<file path="config.mk">
export PLATFORM = sky130hd
export DESIGN_NAME = maze_plan_seq_flat
export DESIGN_NICKNAME = d
export VERILOG_FILES = /design/src/rtl/maze_plan_if.sv /design/src/rtl/maze_plan_seq.sv /design/src/flat_wrapper.sv
export SDC_FILE = /design/constraint.sdc
export NUM_CORES = 1
export LEC_CHECK = 0
export ABC_AREA = 1
export CAP_MARGIN = 0
export CORE_MARGIN = 2
export CORE_UTILIZATION = 40
export CTS_BUF_LIST = sky130_fd_sc_hd__clkbuf_2 sky130_fd_sc_hd__clkbuf_4 sky130_fd_sc_hd__clkbuf_8
export DETAILED_ROUTE_END_ITERATION = 6
export PLACE_DENSITY_LB_ADDON = 0.2
export RECOVER_POWER = 50
export SYNTH_ARGS = -nofsm -noshare
export SYNTH_HDL_FRONTEND = slang
export SYNTH_SLANG_ARGS = --single-unit
</file>
<file path="constraint.sdc">
create_clock -name clk -period 2.89 [get_ports clk]
set_input_delay 0.289 -clock clk [delete_from_list [all_inputs] [get_ports clk]]
set_output_delay 0.289 -clock clk [all_outputs]
set_load 0.01 [all_outputs]
</file>
<file path="src/rtl/maze_plan_if.sv">
// Handshake and motion-control bundle between the UART wrapper/line-follow side and maze_plan_seq.
// The fault signal exists only when MAZE_PLAN_TIMEOUT_EN is defined.
interface maze_plan_if;
  logic [15:0] cmd;
  logic        cmd_rdy;
  logic        clr_cmd_rdy;
  logic        line_present;
  logic        bmp;
  logic        go;
  logic        veer_rght;
  logic        veer_lft;
  logic        turn_180;
  logic        buzz_en;
  logic        busy;
`ifdef MAZE_PLAN_TIMEOUT_EN
  logic        fault;
`endif

  modport master (
    output cmd, cmd_rdy, line_present, bmp,
    input  clr_cmd_rdy, go, veer_rght, veer_lft, turn_180, buzz_en, busy
`ifdef MAZE_PLAN_TIMEOUT_EN
    , input fault
`endif
  );

  modport slave (
    input  cmd, cmd_rdy, line_present, bmp,
    output clr_cmd_rdy, go, veer_rght, veer_lft, turn_180, buzz_en, busy
`ifdef MAZE_PLAN_TIMEOUT_EN
    , output fault
`endif
  );
endinterface

</file>
<file path="src/rtl/maze_plan_seq.sv">
// Travel-plan sequencer: walks eight 2-bit maneuver codes, one per line gap, pausing on bumper hits.
// Optional MANEUVER timeout with sticky fault output is enabled by defining MAZE_PLAN_TIMEOUT_EN.
//
// state    | meaning
// IDLE     | waiting for a travel plan word
// FOLLOW   | following the line, watching for a gap
// MANEUVER | executing the current code until the line is reacquired
// BUMP     | paused on a bumper hit, buzzer on
module maze_plan_seq #(
  parameter int GAP_CYC     = 4096,
  parameter int REACQ_CYC   = 4096
`ifdef MAZE_PLAN_TIMEOUT_EN
  , parameter int TIMEOUT_CYC = 4000000
`endif
) (
  input logic        clk,
  input logic        rst,
  maze_plan_if.slave bus
);
  localparam int GW = $clog2(GAP_CYC);
  localparam int RW = $clog2(REACQ_CYC);
  localparam logic [GW-1:0] GAP_TC   = GW'(GAP_CYC - 1);
  localparam logic [RW-1:0] REACQ_TC = RW'(REACQ_CYC - 1);
`ifdef MAZE_PLAN_TIMEOUT_EN
  localparam int DW = $clog2(TIMEOUT_CYC);
  localparam logic [DW-1:0] DWELL_TC = DW'(TIMEOUT_CYC - 1);
  logic [DW-1:0] dwell_q, dwell_d;
  logic          fault_q, fault_d;
`endif

  typedef enum logic [1:0] {IDLE, FOLLOW, MANEUVER, BUMP} state_t;

  state_t        state_q, state_d, ret_q, ret_d;
  logic [15:0]   plan_q, plan_d;
  logic [GW-1:0] gap_q, gap_d;
  logic [RW-1:0] reacq_q, reacq_d;

  always_ff @(posedge clk) begin
    if (rst) begin
      state_q <= IDLE;
      ret_q   <= IDLE;
      plan_q  <= '0;
      gap_q   <= '0;
      reacq_q <= '0;
`ifdef MAZE_PLAN_TIMEOUT_EN
      dwell_q <= '0;
      fault_q <= 1'b0;
`endif
    end else begin
      state_q <= state_d;
      ret_q   <= ret_d;
      plan_q  <= plan_d;
      gap_q   <= gap_d;
      reacq_q <= reacq_d;
`ifdef MAZE_PLAN_TIMEOUT_EN
      dwell_q <= dwell_d;
      fault_q <= fault_d;
`endif
    end
  end

  always_comb begin
    state_d = state_q;
    ret_d   = ret_q;
    plan_d  = plan_q;
    gap_d   = gap_q;
    reacq_d = reacq_q;
`ifdef MAZE_PLAN_TIMEOUT_EN
    dwell_d = dwell_q;
    fault_d = fault_q;
`endif
    case (state_q)
      IDLE: begin
        if (bus.cmd_rdy) begin
          plan_d  = bus.cmd;
          gap_d   = '0;
          reacq_d = '0;
          state_d = FOLLOW;
`ifdef MAZE_PLAN_TIMEOUT_EN
          fault_d = 1'b0;
`endif
        end
      end
      FOLLOW: begin
        if (bus.bmp) begin
          ret_d   = FOLLOW;
          state_d = BUMP;
        end else if (bus.line_present) begin
          gap_d = '0;
        end else if (gap_q == GAP_TC) begin
          if (plan_q[1:0] == 2'b00) begin
            gap_d   = '0;
            state_d = IDLE;
          end else begin
            reacq_d = '0;
            state_d = MANEUVER;
`ifdef MAZE_PLAN_TIMEOUT_EN
            dwell_d = '0;
`endif
          end
        end else begin
          gap_d = gap_q + GW'(1);
        end
      end
      MANEUVER: begin
        if (bus.bmp) begin
          ret_d   = MANEUVER;
          state_d = BUMP;
        end
`ifdef MAZE_PLAN_TIMEOUT_EN
        else if (dwell_q == DWELL_TC) begin
          gap_d   = '0;
          reacq_d = '0;
          fault_d = 1'b1;
          state_d = IDLE;
        end
`endif
        else begin
`ifdef MAZE_PLAN_TIMEOUT_EN
          dwell_d = dwell_q + DW'(1);
`endif
          if (!bus.line_present) begin
            reacq_d = '0;
          end else if (reacq_q == REACQ_TC) begin
            plan_d  = {2'b00, plan_q[15:2]};
            gap_d   = '0;
            reacq_d = '0;
            state_d = FOLLOW;
          end else begin
            reacq_d = reacq_q + RW'(1);
          end
        end
      end
      default: begin
        // counters hold their values while paused
        if (!bus.bmp) state_d = ret_q;
      end
    endcase
  end

  assign bus.clr_cmd_rdy = !rst && (state_q == IDLE) && bus.cmd_rdy;
  assign bus.go          = (state_q == FOLLOW) || (state_q == MANEUVER);
  assign bus.veer_rght   = (state_q == MANEUVER) && (plan_q[1:0] == 2'b01);
  assign bus.veer_lft    = (state_q == MANEUVER) && (plan_q[1:0] == 2'b10);
  assign bus.turn_180    = (state_q == MANEUVER) && (plan_q[1:0] == 2'b11);
  assign bus.buzz_en     = (state_q == BUMP);
  assign bus.busy        = (state_q != IDLE);
`ifdef MAZE_PLAN_TIMEOUT_EN
  assign bus.fault       = fault_q;
`endif
endmodule

</file>
<file path="src/flat_wrapper.sv">
// flat-port wrapper written by rule: the top's interface ports become plain ports
module maze_plan_seq_flat 
#(
  parameter int GAP_CYC     = 4096,
  parameter int REACQ_CYC   = 4096

)
  (clk, rst, bus_cmd, bus_cmd_rdy, bus_line_present, bus_bmp, bus_clr_cmd_rdy, bus_go, bus_veer_rght, bus_veer_lft, bus_turn_180, bus_buzz_en, bus_busy);
  maze_plan_if bus_i ();
  input logic clk;
  input logic rst;
  input wire logic [$bits(bus_i.cmd)-1:0] bus_cmd;
  input wire logic [$bits(bus_i.cmd_rdy)-1:0] bus_cmd_rdy;
  input wire logic [$bits(bus_i.line_present)-1:0] bus_line_present;
  input wire logic [$bits(bus_i.bmp)-1:0] bus_bmp;
  output wire logic [$bits(bus_i.clr_cmd_rdy)-1:0] bus_clr_cmd_rdy;
  output wire logic [$bits(bus_i.go)-1:0] bus_go;
  output wire logic [$bits(bus_i.veer_rght)-1:0] bus_veer_rght;
  output wire logic [$bits(bus_i.veer_lft)-1:0] bus_veer_lft;
  output wire logic [$bits(bus_i.turn_180)-1:0] bus_turn_180;
  output wire logic [$bits(bus_i.buzz_en)-1:0] bus_buzz_en;
  output wire logic [$bits(bus_i.busy)-1:0] bus_busy;
  assign bus_i.cmd = bus_cmd;
  assign bus_i.cmd_rdy = bus_cmd_rdy;
  assign bus_i.line_present = bus_line_present;
  assign bus_i.bmp = bus_bmp;
  assign bus_clr_cmd_rdy = bus_i.clr_cmd_rdy;
  assign bus_go = bus_i.go;
  assign bus_veer_rght = bus_i.veer_rght;
  assign bus_veer_lft = bus_i.veer_lft;
  assign bus_turn_180 = bus_i.turn_180;
  assign bus_buzz_en = bus_i.buzz_en;
  assign bus_busy = bus_i.busy;
  maze_plan_seq #(.GAP_CYC(GAP_CYC), .REACQ_CYC(REACQ_CYC)) u_core (.clk(clk), .rst(rst), .bus(bus_i));
endmodule
</file>
# ---- Word level (Yosys, flattened, before mapping)
# Cells that the tools add are included.
dict set report totals {
  in_bits 21
  wordCells 84
  regBits 44
  out_inout_bits 7
}
dict set report classes {
  n_eq_ne 24
  n_reduce_logical 18
  muxes 35
  n_addsub 2
}
# op n
set ops {}
lappend ops {{12-bit two-way mux} 15}
lappend ops {{12-bit case mux with 3 select lines} 2}
lappend ops {{16-bit two-way mux} 4}
lappend ops {{16-bit case mux with 2 select lines} 1}
lappend ops {{12-bit by 1-bit adder with 12-bit output (second input constant)} 2}
lappend ops {{12-bit equality test (second input constant)} 2}
lappend ops {{2-bit two-way mux} 11}
lappend ops {{2-bit != test (second input constant)} 8}
lappend ops {{7-bit AND reduction} 2}
lappend ops {{2-bit equality test (second input constant)} 4}
lappend ops {{3-bit by 2-bit != test with 1-bit output (second input constant)} 2}
lappend ops {{3-bit != test (second input constant)} 2}
lappend ops {{2-bit case mux with 3 select lines} 1}
lappend ops {{6-bit AND reduction} 1}
lappend ops {{2-bit nonzero test} 3}
lappend ops {{1-bit logical AND} 5}
lappend ops {{5-bit AND reduction} 1}
lappend ops {{2-bit by 1-bit equality test with 1-bit output (second input constant)} 2}
lappend ops {{2-bit zero test} 2}
lappend ops {{2-bit by 1-bit != test with 1-bit output (second input constant)} 2}
lappend ops {{4-bit by 1-bit != test with 1-bit output (second input constant)} 1}
lappend ops {{4-bit != test (second input constant)} 1}
lappend ops {{2-bit case mux with 2 select lines} 1}
lappend ops {{3-bit AND reduction} 1}
lappend ops {{3 further kinds} 3}

# ---- Longest topological paths before layout
dict set report depth {
  depth_word 6
  ltp_mapped 13
  mapped_depth_nobuf 11
}

# ---- Least setup slack after synthesis
# OpenSTA, ideal clock, no wires.
dict set report synth_timing {
  kind {reg2reg}
  startpoint {reg u_core.state_q[0]}
  endpoint {reg u_core.reacq_q[6]}
  arrival_ns 1.616
  setup_time_ns 0.113
  setup_slack_ns 1.161
  required_ns 2.777
  n_path_buf 1
  path_stages_with_launch 10
  cell_sequence {dfxtp_1 inv_1 ha_1 inv_1 o21ai_1 nor3b_4 nand2_4 buf_6 o21ai_1 nor2_1}
}
dict set report synth_via {
  elab_chain_len 3
  word_cells_on_any_way 12
  cone_classes {8 x eq/ne; 1 x mux; 3 x reduce/logical}
}
# item line_no
set synth_lines {}
lappend synth_lines {{start: declaration} maze_plan_seq.sv:33} ;# state_t state_q, state_d, ret_q, ret_d;
lappend synth_lines {{start signal: assignment} maze_plan_seq.sv:50} ;# state_q <= state_d;
lappend synth_lines {{2-bit by 1-bit equality test with 1-bit output (tied with other cells)} maze_plan_seq.sv:72} ;# case (state_q)
lappend synth_lines {{2-bit by 1-bit != test with 1-bit output (no line) (tied with other cells)} -}
lappend synth_lines {{7-bit AND reduction (no line)} -}
lappend synth_lines {{end signal: assignment} maze_plan_seq.sv:54} ;# reacq_q <= reacq_d;
lappend synth_lines {{end: declaration} maze_plan_seq.sv:36} ;# logic [RW-1:0] reacq_q, reacq_d;
# Several ways; a longest one is shown, not always the timed one.
# A chain may end at the register's enable or synchronous reset.

# ---- Worst setup path after layout
dict set report layout_timing {
  startpoint {reg u_core.state_q[0]}
  endpoint {reg u_core.plan_q[8]}
}
dict set report layout_via {
  elab_chain_len 3
  word_cells_on_any_way 9
  cone_classes {5 x eq/ne; 1 x mux; 3 x reduce/logical}
}
# item line_no
set layout_lines {}
lappend layout_lines {{2-bit equality test or 2-bit zero test (tied branches)} maze_plan_seq.sv:72}
lappend layout_lines {{2-bit by 1-bit != test with 1-bit output (no line) (tied with other cells)} -}
lappend layout_lines {{5-bit AND reduction (no line)} -}
lappend layout_lines {{end signal: assignment} maze_plan_seq.sv:52} ;# plan_q <= plan_d;
lappend layout_lines {{end: declaration} maze_plan_seq.sv:34} ;# logic [15:0] plan_q, plan_d;
# Several ways; a longest one is shown, not always the timed one.

==> flow_summary.json <==
{
  "yosysWarnings": 0,
  "crit_path_end_kind": "flip-flop",
  "maxSlewViolCount": 0,
  "outcome": "completed",
  "worst_ep_required_time_ns": 3.09,
  "core_area_sq_um": 6681,
  "synth-seq-cells": 44,
  "area_delta_synth_final_pct": 16.37,
  "netlist.area_leader.share_pct": 32.28,
  "cts_tree": "done",
  "intPower_mw": 1.434,
  "r2r_start": "u_core.state_q[0]$_SDFFE_PP0P_",
  "netSwitchingFraction_pct": 45.90,
  "finalHoldViolCount": 0,
  "final_nets": 501,
  "crit_fanout": 19,
  "cts_root_buf": "clkbuf_8",
  "rsz0062_at_grt": "false",
  "yosys-top-cells-count": "nand2_1, nor2_1, inv_1",
  "finalCriticalPeriod_ns": 2.355,
  "cts.clk_slew.worst_paths_ns": 0.09,
  "cts-resized-gates": 0,
  "critPathArrivalTime_ns": 2.56,
  "seqPwrFrac_pct": 31.2,
  "start_util_pct": 40.84,
  "initialDrtViolationCount": 138,
  "num_rows": 30,
  "syn_area_sq_um": 2729,
  "grt_pass1_vias": 2471,
  "ir_drop_uv": 463.6,
  "fillCellCount": 717,
  "p_total_mw": 2.651,
  "drc": 0,
  "post_cts_buffers": 0,
  "first_pass_iters": 4,
  "synthArstFlopShare_pct": 0,
  "synth_edf_count": 0,
  "clock_latency_ns": 0.30,
  "grt_pass1_wl_um": 11160,
  "ys.flop_type": "dfxtp_1",
  "io_pins": 28,
  "synth_cells": 448,
  "critPathLaunchType": "flip-flop",
  "slew_headroom_pct": 57.68,
  "avgSynthCellArea_sq_um": 6.091,
  "maxCapViolCount": 0,
  "die_y_um": 86.60,
  "synth_cell_types": 31,
  "dp_hpwl_um": 4591,
  "hp-class": "reg -> reg",
  "cellLeakagePower_nw": 1.380,
  "grt_max_degree": 25,
  "die-area_sq_um": 7499,
  "clock_power_share_pct": 18.6,
  "synth.largest_area_cell": "dfxtp_1",
  "max_freq_mhz": 424.7,
  "drive_above_1_share_pct": 6.947,
  "portBuffers": 27,
  "antenna_found_initial": 0,
  "vias": 2730,
  "tns_ns": 0,
  "synth.net_count": 475,
  "switchingPower_mw": 1.217,
  "ys_seq_area_share_pct": 32.28,
  "wire_per_inst_um": 11.43,
  "powerDensity_nw_per_um2": 835.0,
  "synthMostInstantiatedCell": "nand2_1",
  "cts_buffer_depth": 2,
  "grt_usage_pct": 18.25,
  "drt_wl_total_um": 6342,
  "pwr-share-comb_pct": 50.2,
  "cts_buffers": 5,
  "h-tree-depth": 2,
  "gp_congestion": 0.8165,
  "die_w_um": 86.60,
  "finalCritPeriodShare_pct": 81.47,
  "ant_nets": 0,
  "diodes": 0,
  "worst_slew_pin_slew_ns": 0.6300,
  "worstSetupPathType": "reg -> reg",
  "synthTopCellsByArea": "dfxtp_1, nand2_1, nor2_1, inv_1, nand3_1",
  "crit_start": "u_core.state_q[0]$_SDFFE_PP0P_",
  "clock_sink_count": 44,
  "routed_via_density": 4.919,
  "final_core_utilization_pct": 47.53,
  "fin_worst_skew_ns": 0.006739,
  "hp-start": "u_core.reacq_q[4]$_SDFFE_PP0P_",
  "setup_viol": 0,
  "grt_overflow": 0,
  "hold_buffers": 0
}
[flip-flops by register name, summed over array words and instances (netlist names)]
name	cells
u_core.reacq_q	12
u_core.plan_q	16
u_core.ret_q	2
u_core.gap_q	12
u_core.state_q	2
[power by group through the flow]
stage / clock [mW] / sequential (mW) / combinational, mW
finish: 0.493 / 0.826 / 1.33
global route: 0.531 / 0.842 / 1.54
CTS: 0.508 / 0.825 / 1.36
detailed placement: 0 / 0.838 / 1.36
global placement: 0 / 0.835 / 1.34
floorplan: 0 / 0.819 / 1.09
[cell families after synthesis]
logic type,after synthesis,share of synthesized area [%]
AO/OA/AOI/OAI,56,11.00
XOR/XNOR,1,0.3210
flip-flops,44,32.28
AND/OR/NAND/NOR,270,43.10
buffers and inverters,71,10.55
adder cells (fa/ha/maj),6,2.751
[critical path, cell delays in order (launching register included)]
cell and delay, ns:
dfxtp_1 0.34, inv_1 0.10, ha_1 0.19, buf_4 0.25, nand2_1 0.12, o21ai_1 0.28
nor2_2 0.10, nand2_1 0.45, inv_2 0.23, nor2_1 0.14, nor2_1 0.06
[cells in the final DEF (no fill, tap or decap), types with 3 or more instances in the layout]
cell,count
nor2_4,4
nand3_1,31
buf_4,4
a21oi_1,23
dlygate4sd3_1,7
nand4_1,4
ha_1,6
o21ai_0,26
inv_1,55
clkdlybuf4s50_1,20
dfxtp_1,44
nor2_2,3
clkbuf_8,5
nand2_2,4
nor3_1,8
nor2_1,73
o21ai_1,3
nand2_1,136
[cell type report]
class                   count  area, sq um  share of cell area, %
clock buffers               5        68.82                  2.167
clock inverters             3        46.29                  1.458
inverters                  59        221.5                  6.974
multi-input cells         333         1558                  49.05
flip-flops and latches     44        880.8                  27.74
well taps                  80        100.1                  3.152
repair buffers             31        300.3                  9.456
[through the flow]
| stage | hold WS, ns | setup slack, ns | instance area, sq um | std cells |
|---|---|---|---|---|
| after floorplan | 0.4372 | 1.161 | 2729 | 448 |
| after global placement | 0.4524 | 0.7168 | 3063 | 547 |
| after detailed placement | 0.4555 | 0.6853 | 3063 | 547 |
| after CTS | 0.4704 | 0.6677 | 3178 | 555 |
| after global routing | 0.4812 | 0.2466 | 3176 | 555 |
| final | 0.4696 | 0.5355 | 3176 | 555 |
[layer usage]
metal  track usage, %  routed length [um]
met5                0                   0
met3            3.429                 273
met2            29.09                2718
met1            25.59                3300
met4            4.261                  50
[worst paths after layout]
check	slack (ns)	depth (start not counted)	end
hold / removal	0.47	2	u_core.reacq_q[4]$_SDFFE_PP0P_
setup / recovery	0.54	10	u_core.plan_q[8]$_SDFFE_PP0P_
hold reg to reg	0.47	2	u_core.reacq_q[4]$_SDFFE_PP0P_
setup reg to reg	0.54	10	u_core.plan_q[8]$_SDFFE_PP0P_
Power figures use the tool's default switching activity.
